`src/rtl/sd_fifo_pkg.sv`:
```
// Shared helpers for the srdy/drdy "S" FIFO family (head and tail blocks).
// Pointer conversion functions work on any pointer width up to PTR_MAX_W:
// callers zero-extend their pointer into the function and truncate the result
// back to their own width. The zero-extended upper bits stay zero through both
// conversions, so the low bits are correct for any narrower width.
package sd_fifo_pkg;

  localparam int PTR_MAX_W = 32;

  // Binary to reflected Gray code.
  function automatic logic [PTR_MAX_W-1:0] bin2gray(input logic [PTR_MAX_W-1:0] bin);
    return bin ^ (bin >> 32'd1);
  endfunction

  // Reflected Gray code to binary: each binary bit is the XOR of all Gray bits
  // at or above its position.
  function automatic logic [PTR_MAX_W-1:0] gray2bin(input logic [PTR_MAX_W-1:0] gray);
    logic [PTR_MAX_W-1:0] bin;
    bin = '0;
    for (int i = PTR_MAX_W - 1; i >= 0; i--) begin
      bin[i] = ^(gray >> i);
    end
    return bin;
  endfunction

endpackage

```
`src/rtl/sd_sync2.sv`:
```
// Two-flop synchronizer for a multi-bit Gray-coded pointer.
// Ports:
//   clk   - destination clock
//   reset - asynchronous active-low reset, clears both stages
//   en    - clock enable; both stages hold while low
//   d     - value from the source clock domain
//   q     - synchronized value, two enabled cycles behind d
module sd_sync2 #(
  parameter int width = 5
) (
  input  logic             clk,
  input  logic             reset,
  input  logic             en,
  input  logic [width-1:0] d,
  output logic [width-1:0] q
);

  logic [width-1:0] meta_r;
  logic [width-1:0] sync_r;

  // Metastability stage followed by the stable output stage.
  always_ff @(posedge clk or negedge reset) begin
    if (!reset) begin
      meta_r <= '0;
      sync_r <= '0;
    end else if (en) begin
      meta_r <= d;
      sync_r <= meta_r;
    end
  end

  assign q = sync_r;

endmodule

```
`src/rtl/sd_fifo_tail_small.sv`:
```
// Read-side controller of an srdy/drdy FIFO built around an external memory
// with one-cycle read latency. Owns the read pointer, issues read strobes and
// addresses, presents read data validity to the consumer and reports usage.
// With async=1 it is the consumer half of a two-clock FIFO (Gray pointers).
// Ports:
//   clk        - consumer clock
//   reset      - asynchronous active-low reset
//   clken      - clock enable; gates every state update and rd_en
//   wrptr_head - write pointer from the head block (Gray when async=1)
//   rdptr_tail - registered read pointer to the head block (Gray when async=1)
//   rd_en      - memory read strobe
//   rd_addr    - memory read address
//   p_srdy     - memory read data valid this cycle
//   p_drdy     - consumer accepts the current word
//   p_usage    - words written but not yet read from memory
module sd_fifo_tail_small
  import sd_fifo_pkg::*;
#(
  parameter int depth = 16,
  parameter int async = 0,
  parameter int asz   = $clog2(depth)
) (
  input  logic           clk,
  input  logic           reset,
  input  logic           clken,
  input  logic [asz:0]   wrptr_head,
  output logic [asz:0]   rdptr_tail,
  output logic           rd_en,
  output logic [asz-1:0] rd_addr,
  output logic           p_srdy,
  input  logic           p_drdy,
  output logic [asz:0]   p_usage
);

  localparam int PW = asz + 1;

  logic [asz:0] wrptr_s;
  logic [asz:0] rdptr_r;
  logic [asz:0] rdptr_nxt_s;
  logic [asz:0] tail_r;
  logic [asz:0] tail_nxt_s;
  logic         p_srdy_r;
  logic         p_srdy_nxt_s;
  logic         empty_s;

  generate
    if (async != 0) begin : g_async
      logic [asz:0] wrptr_sync_s;

      sd_sync2 #(.width(PW)) u_sync (
        .clk   (clk),
        .reset (reset),
        .en    (clken),
        .d     (wrptr_head),
        .q     (wrptr_sync_s)
      );

      assign wrptr_s = PW'(gray2bin(PTR_MAX_W'(wrptr_sync_s)));
    end else begin : g_sync
      assign wrptr_s = wrptr_head;
    end
  endgenerate

  // The MSB is a wrap bit, so equal pointers mean empty, never full.
  assign empty_s = (wrptr_s == rdptr_r);

  // Read only when the output slot is free or is being drained this cycle.
  assign rd_en   = clken & ~empty_s & (p_drdy | ~p_srdy_r);
  assign rd_addr = rdptr_r[asz-1:0];
  assign p_usage = wrptr_s - rdptr_r;
  assign p_srdy  = p_srdy_r;

  // Next read pointer, exported pointer and output-valid flag.
  always_comb begin
    rdptr_nxt_s  = rdptr_r;
    tail_nxt_s   = tail_r;
    p_srdy_nxt_s = p_srdy_r;
    if (rd_en) begin
      rdptr_nxt_s  = rdptr_r + {{asz{1'b0}}, 1'b1};
      p_srdy_nxt_s = 1'b1;
    end else if (p_drdy) begin
      p_srdy_nxt_s = 1'b0;
    end else begin
      p_srdy_nxt_s = p_srdy_r;
    end
    // The exported pointer tracks the new rdptr so the head sees the free
    // slot in the same cycle the read pointer moves.
    if (async != 0) begin
      tail_nxt_s = PW'(bin2gray(PTR_MAX_W'(rdptr_nxt_s)));
    end else begin
      tail_nxt_s = rdptr_nxt_s;
    end
  end

  // Read-side state; everything freezes while clken is low.
  always_ff @(posedge clk or negedge reset) begin
    if (!reset) begin
      rdptr_r  <= '0;
      tail_r   <= '0;
      p_srdy_r <= 1'b0;
    end else if (clken) begin
      rdptr_r  <= rdptr_nxt_s;
      tail_r   <= tail_nxt_s;
      p_srdy_r <= p_srdy_nxt_s;
    end
  end

  assign rdptr_tail = tail_r;

endmodule

```
`config.mk`:
```
export PLATFORM = sky130hd
export DESIGN_NAME = sd_fifo_tail_small
export DESIGN_NICKNAME = d
export VERILOG_FILES = /design/src/rtl/sd_fifo_pkg.sv /design/src/rtl/sd_sync2.sv /design/src/rtl/sd_fifo_tail_small.sv
export SDC_FILE = /design/constraint.sdc
export NUM_CORES = 1
export LEC_CHECK = 0
export CORE_UTILIZATION = 37
export DETAILED_ROUTE_END_ITERATION = 6
export PLACE_DENSITY = 0.82
export SKIP_CTS_REPAIR_TIMING = 1
export SLEW_MARGIN = 20
export SYNTH_ARGS = -nofsm -noshare
export SYNTH_HDL_FRONTEND = slang
export SYNTH_SLANG_ARGS = --single-unit
```
`constraint.sdc`:
```
create_clock -name clk -period 2.8 [get_ports clk]
set_clock_uncertainty 0.1 [all_clocks]
set_input_delay 0.28 -clock clk [delete_from_list [all_inputs] [get_ports clk]]
set_output_delay 0.28 -clock clk [all_outputs]
set_load 0.03 [all_outputs]
```
* Yosys cells after proc, flatten, opt, wreduce, memory -nomap -nowiden
Cells that the tools add are included.
Word-level totals: bits in registers 6, input port bits 9, output and inout bits 16
Cells by class: add/subtract/negate cells 2, equal/unequal tests 1, mux-type cells 3, bitwise logic cells 5, reductions and logical operators 3
Operators by type and width (count):
- $add A5 B1 Y5 const B | 1
- $eq A5 B5 Y1 | 1
- $mux W5 | 1
- $sub A5 B5 Y5 | 1
- $reduce_and A2 Y1 | 2
- $and A1 B1 Y1 | 2
- $mux W1 | 2
- $not A1 Y1 | 2
- $reduce_bool A2 Y1 | 1
- $or A1 B1 Y1 | 1

* Longest topological paths before layout
Gate-level depths: netlist of run 1.
depth in word-level cells 6, gate-level depth with buffers 7, gate-level depth less buffers 7

* Least setup slack after synthesis of run 1
No wires, ideal clock.
path kind reg2out, from register rdptr_tail[2] (netlist name), to output rd_en, arrival time 1.902 ns, setup slack 0.518 ns, cell stages (with the launch flop) 7, path buffers 0, cell sequence dfrtp_1 > inv_1 > ha_1 > and4_2 > a22o_4 > or2_4 > inv_1
RTL lines:
- to (decl) | line sd_fifo_tail_small.sv:28 | output logic rd_en,

* Worst setup path in the final report of run 1
from input wrptr_head[1], to output p_usage[3]
Between the ends: cells in the longest elaborated chain, start to end 1
Ends and longest elaborated chain:
- from (decl) | line sd_fifo_tail_small.sv:26 | input logic [asz:0] wrptr_head,
- $sub A5 B5 Y5 | line sd_fifo_tail_small.sv:70 | assign p_usage = wrptr_s - rdptr_r;
- to (decl) | line sd_fifo_tail_small.sv:32 | output logic [asz:0] p_usage
No other way between the ends.

==> results of run 1 <==
how the worst max path moves through the flow:
stage,start,end
finish,wrptr_head[1],p_usage[3]
global route,rdptr_tail[1],p_usage[3]
detailed placement,wrptr_head[1],p_usage[3]
CTS,rdptr_tail[1],p_usage[3]
floorplan,rdptr_tail[2],rd_en
global placement,wrptr_head[1],p_usage[3]
worst reg2reg max path: stages (launching register included):
cell     delay, ps
dfrtp_1        420
inv_1          110
ha_1           300
and4_2         260
a22o_4         230
or2_4          250
mux2_4         290
stage by stage:
step           instances  area (um2)   util  hold WS, ps  worst slack [ps]
2_1_floorplan         49         484      -         -116               518
3_3_place_gp          83         707  0.611          402               222
3_5_place_dp          83         707  0.611          416               139
4_1_cts               86         729  0.631          196               124
5_1_grt               86         729  0.631          206              20.1
6_report              86         729  0.631          187               155
final cells by class:
| class | instances | share of cell area |
|---|---|---|
| Clock buffer | 3 | 0.0309 |
| Inverter | 9 | 0.0463 |
| Multi-Input combinational cell | 30 | 0.370 |
| Sequential cell | 6 | 0.206 |
| Tap cell | 14 | 0.0240 |
| Timing Repair Buffer | 24 | 0.322 |
registers in the layout, indices dropped and copies added, names as in the netlist:
register	flops
rdptr_tail	5
p_srdy	1
routing by layer:
layer | vias to the layer above | share of wire | track usage
li1 | 201 | - | -
met1 | 196 | 0.37 | 0.141
met2 | 17 | 0.54 | 0.309
met3 | 2 | 0.084 | 0.0523
met4 | 0 | 0.010 | 0.0804
met5 | - | 0 | 0
cells in the final DEF, fill, tap and decap left out:
master,count
a21o_1,2
a21o_2,1
a21oi_1,3
a22o_4,1
and4_2,1
buf_4,2
clkbuf_4,3
clkdlybuf4s50_1,22
dfrtp_1,6
fa_1,1
ha_1,5
inv_1,9
mux2_4,1
nand2_1,2
nand4_1,1
nor2_1,2
nor4_1,1
or2_4,1
xnor2_1,6
xor2_1,2
logic make-up after synthesis:
kind of cell | share of synthesized area
and+or+nand+nor | 0.0956
buffers and inverters | 0.132
muxes | 0.0310
adders and majority gates | 0.171
xor gates and xnor gates | 0.145
DFF | 0.310
AOI/OAI and AO/OA | 0.116
==> impl_metrics.ini, run 1 <==
[yosys]
avgSynthCellArea_um2 = 9.88
synth_edf_count = 0
syn-num-nets = 64
ys.flop_type = dfrtp_1
synth_area_um2 = 484
synth-seq-cells = 6
synth.top_cell.area_share = 0.310
yosysWarnings = 0
yosysMostFrequentCell = inv_1
synthArstFlopShare = 1.00
yosysTopAreaCell = dfrtp_1
synth_cell_types = 18
yosys-top-cells-count = 9 x inv_1, 6 x dfrtp_1, 6 x xnor2_1
ys_seq_area_frac = 0.310
synth_area_leaders = dfrtp_1 31%, ha_1 13%, xnor2_1 11%
postSynthCellCount = 49

[min_path]
hold_class = primary input to asynchronous set/reset pin

[drt]
wirelength_um = 980
drt_iter0_markers = 3
wl_per_cell_um = 11.4
vias_per_cell = 4.84
vias = 416
dr.pass1.iters = 2
postRouteAntennaNets = 0
drc = 0

[clock_network]
root_buffer = clkbuf_4
clk_pin_slew_ps = 40
cts_sinks = 6
cts_made_buffers = 3
htreeDepth = 1
cts_tree = done
clock_path_buffers = 2
insertion_delay_ps = 240

[timing]
slew_headroom = 0.757
rsz0062_at_grt = no
max_freq_ghz = 0.378
min_period_ps = 2640
tightestPinTransition_ps = 362
final.setup.tns_ps = 0
fin_crit_sh = 0.944
hold_viol_final = 0
maxSlewViolCount = 0
setup_viol = 0

[die]
floorplan.initialDensity = 0.419
num_rows = 12
design.die.area_mm2 = 0.00146
die_h_um = 38.2
core_mm2 = 0.00116
die_x_um = 38.2
io_pins = 25

[placement]
io_buffers = 24
routabilityCongestion = 0.693
dp_hpwl_um = 851

[critical_path]
cp_slowest_cell = clkdlybuf4s50_1
cp-start-kind = primary input
critPathCaptureType = output port
arrival_ps = 2260
cp_top_family = buffers and inverters
path_buf_inv = 2
crit_chain = clkdlybuf4s50_1 -> ha_1 -> a21o_1 -> a21oi_1 -> xnor2_1 -> clkdlybuf4s50_1
cpPeakStageDelay_ps = 690
path_depth = 6
rr_startpoint = rdptr_tail[1]
r2r_end = rdptr_tail[1]
required_ps = 2420
worstSetupPathType = primary input to output port
r2r_slack_ps = 710
rr_worst_depth = 6
worst_path_most_repeated_cell = clkdlybuf4s50_1
worstPathMaxFanout = 2

[run]
drv_cap = 0

[grt]
grt-ovfl-total = 0
grt.total_usage = 0.159
antenna_found_initial = 0
grt_pass1_wl_um = 1550
grt_max_degree = 7
grt_pass1_vias = 412

[layout]
regArea_um2 = 150
drive_gt1_frac = 0.139
multi_input_area_um2 = 270
nets = 89
area_delta_synth_final_pct = 50.6
n_antenna_cell = 0
fill_cells = 95

[status]
status = finished clean
Power of run 1 is left out: the tool's default activity adds up to more than one toggle a clock period on the data nets, which glitch-free logic cannot reach.
==> inputs of run 2 (changes only) <==
--- a/config.mk
+++ b/config.mk
@@ -6,6 +6,7 @@
 export NUM_CORES = 1
 export LEC_CHECK = 0
 export CORE_UTILIZATION = 37
+export CTS_CLUSTER_SIZE = 28
 export DETAILED_ROUTE_END_ITERATION = 6
 export PLACE_DENSITY = 0.82
 export SKIP_CTS_REPAIR_TIMING = 1
==> results of run 2 <==
No change in the layout: final DEF, timing and power equal those of run 1.
Power of run 2 is left out for the same reason.
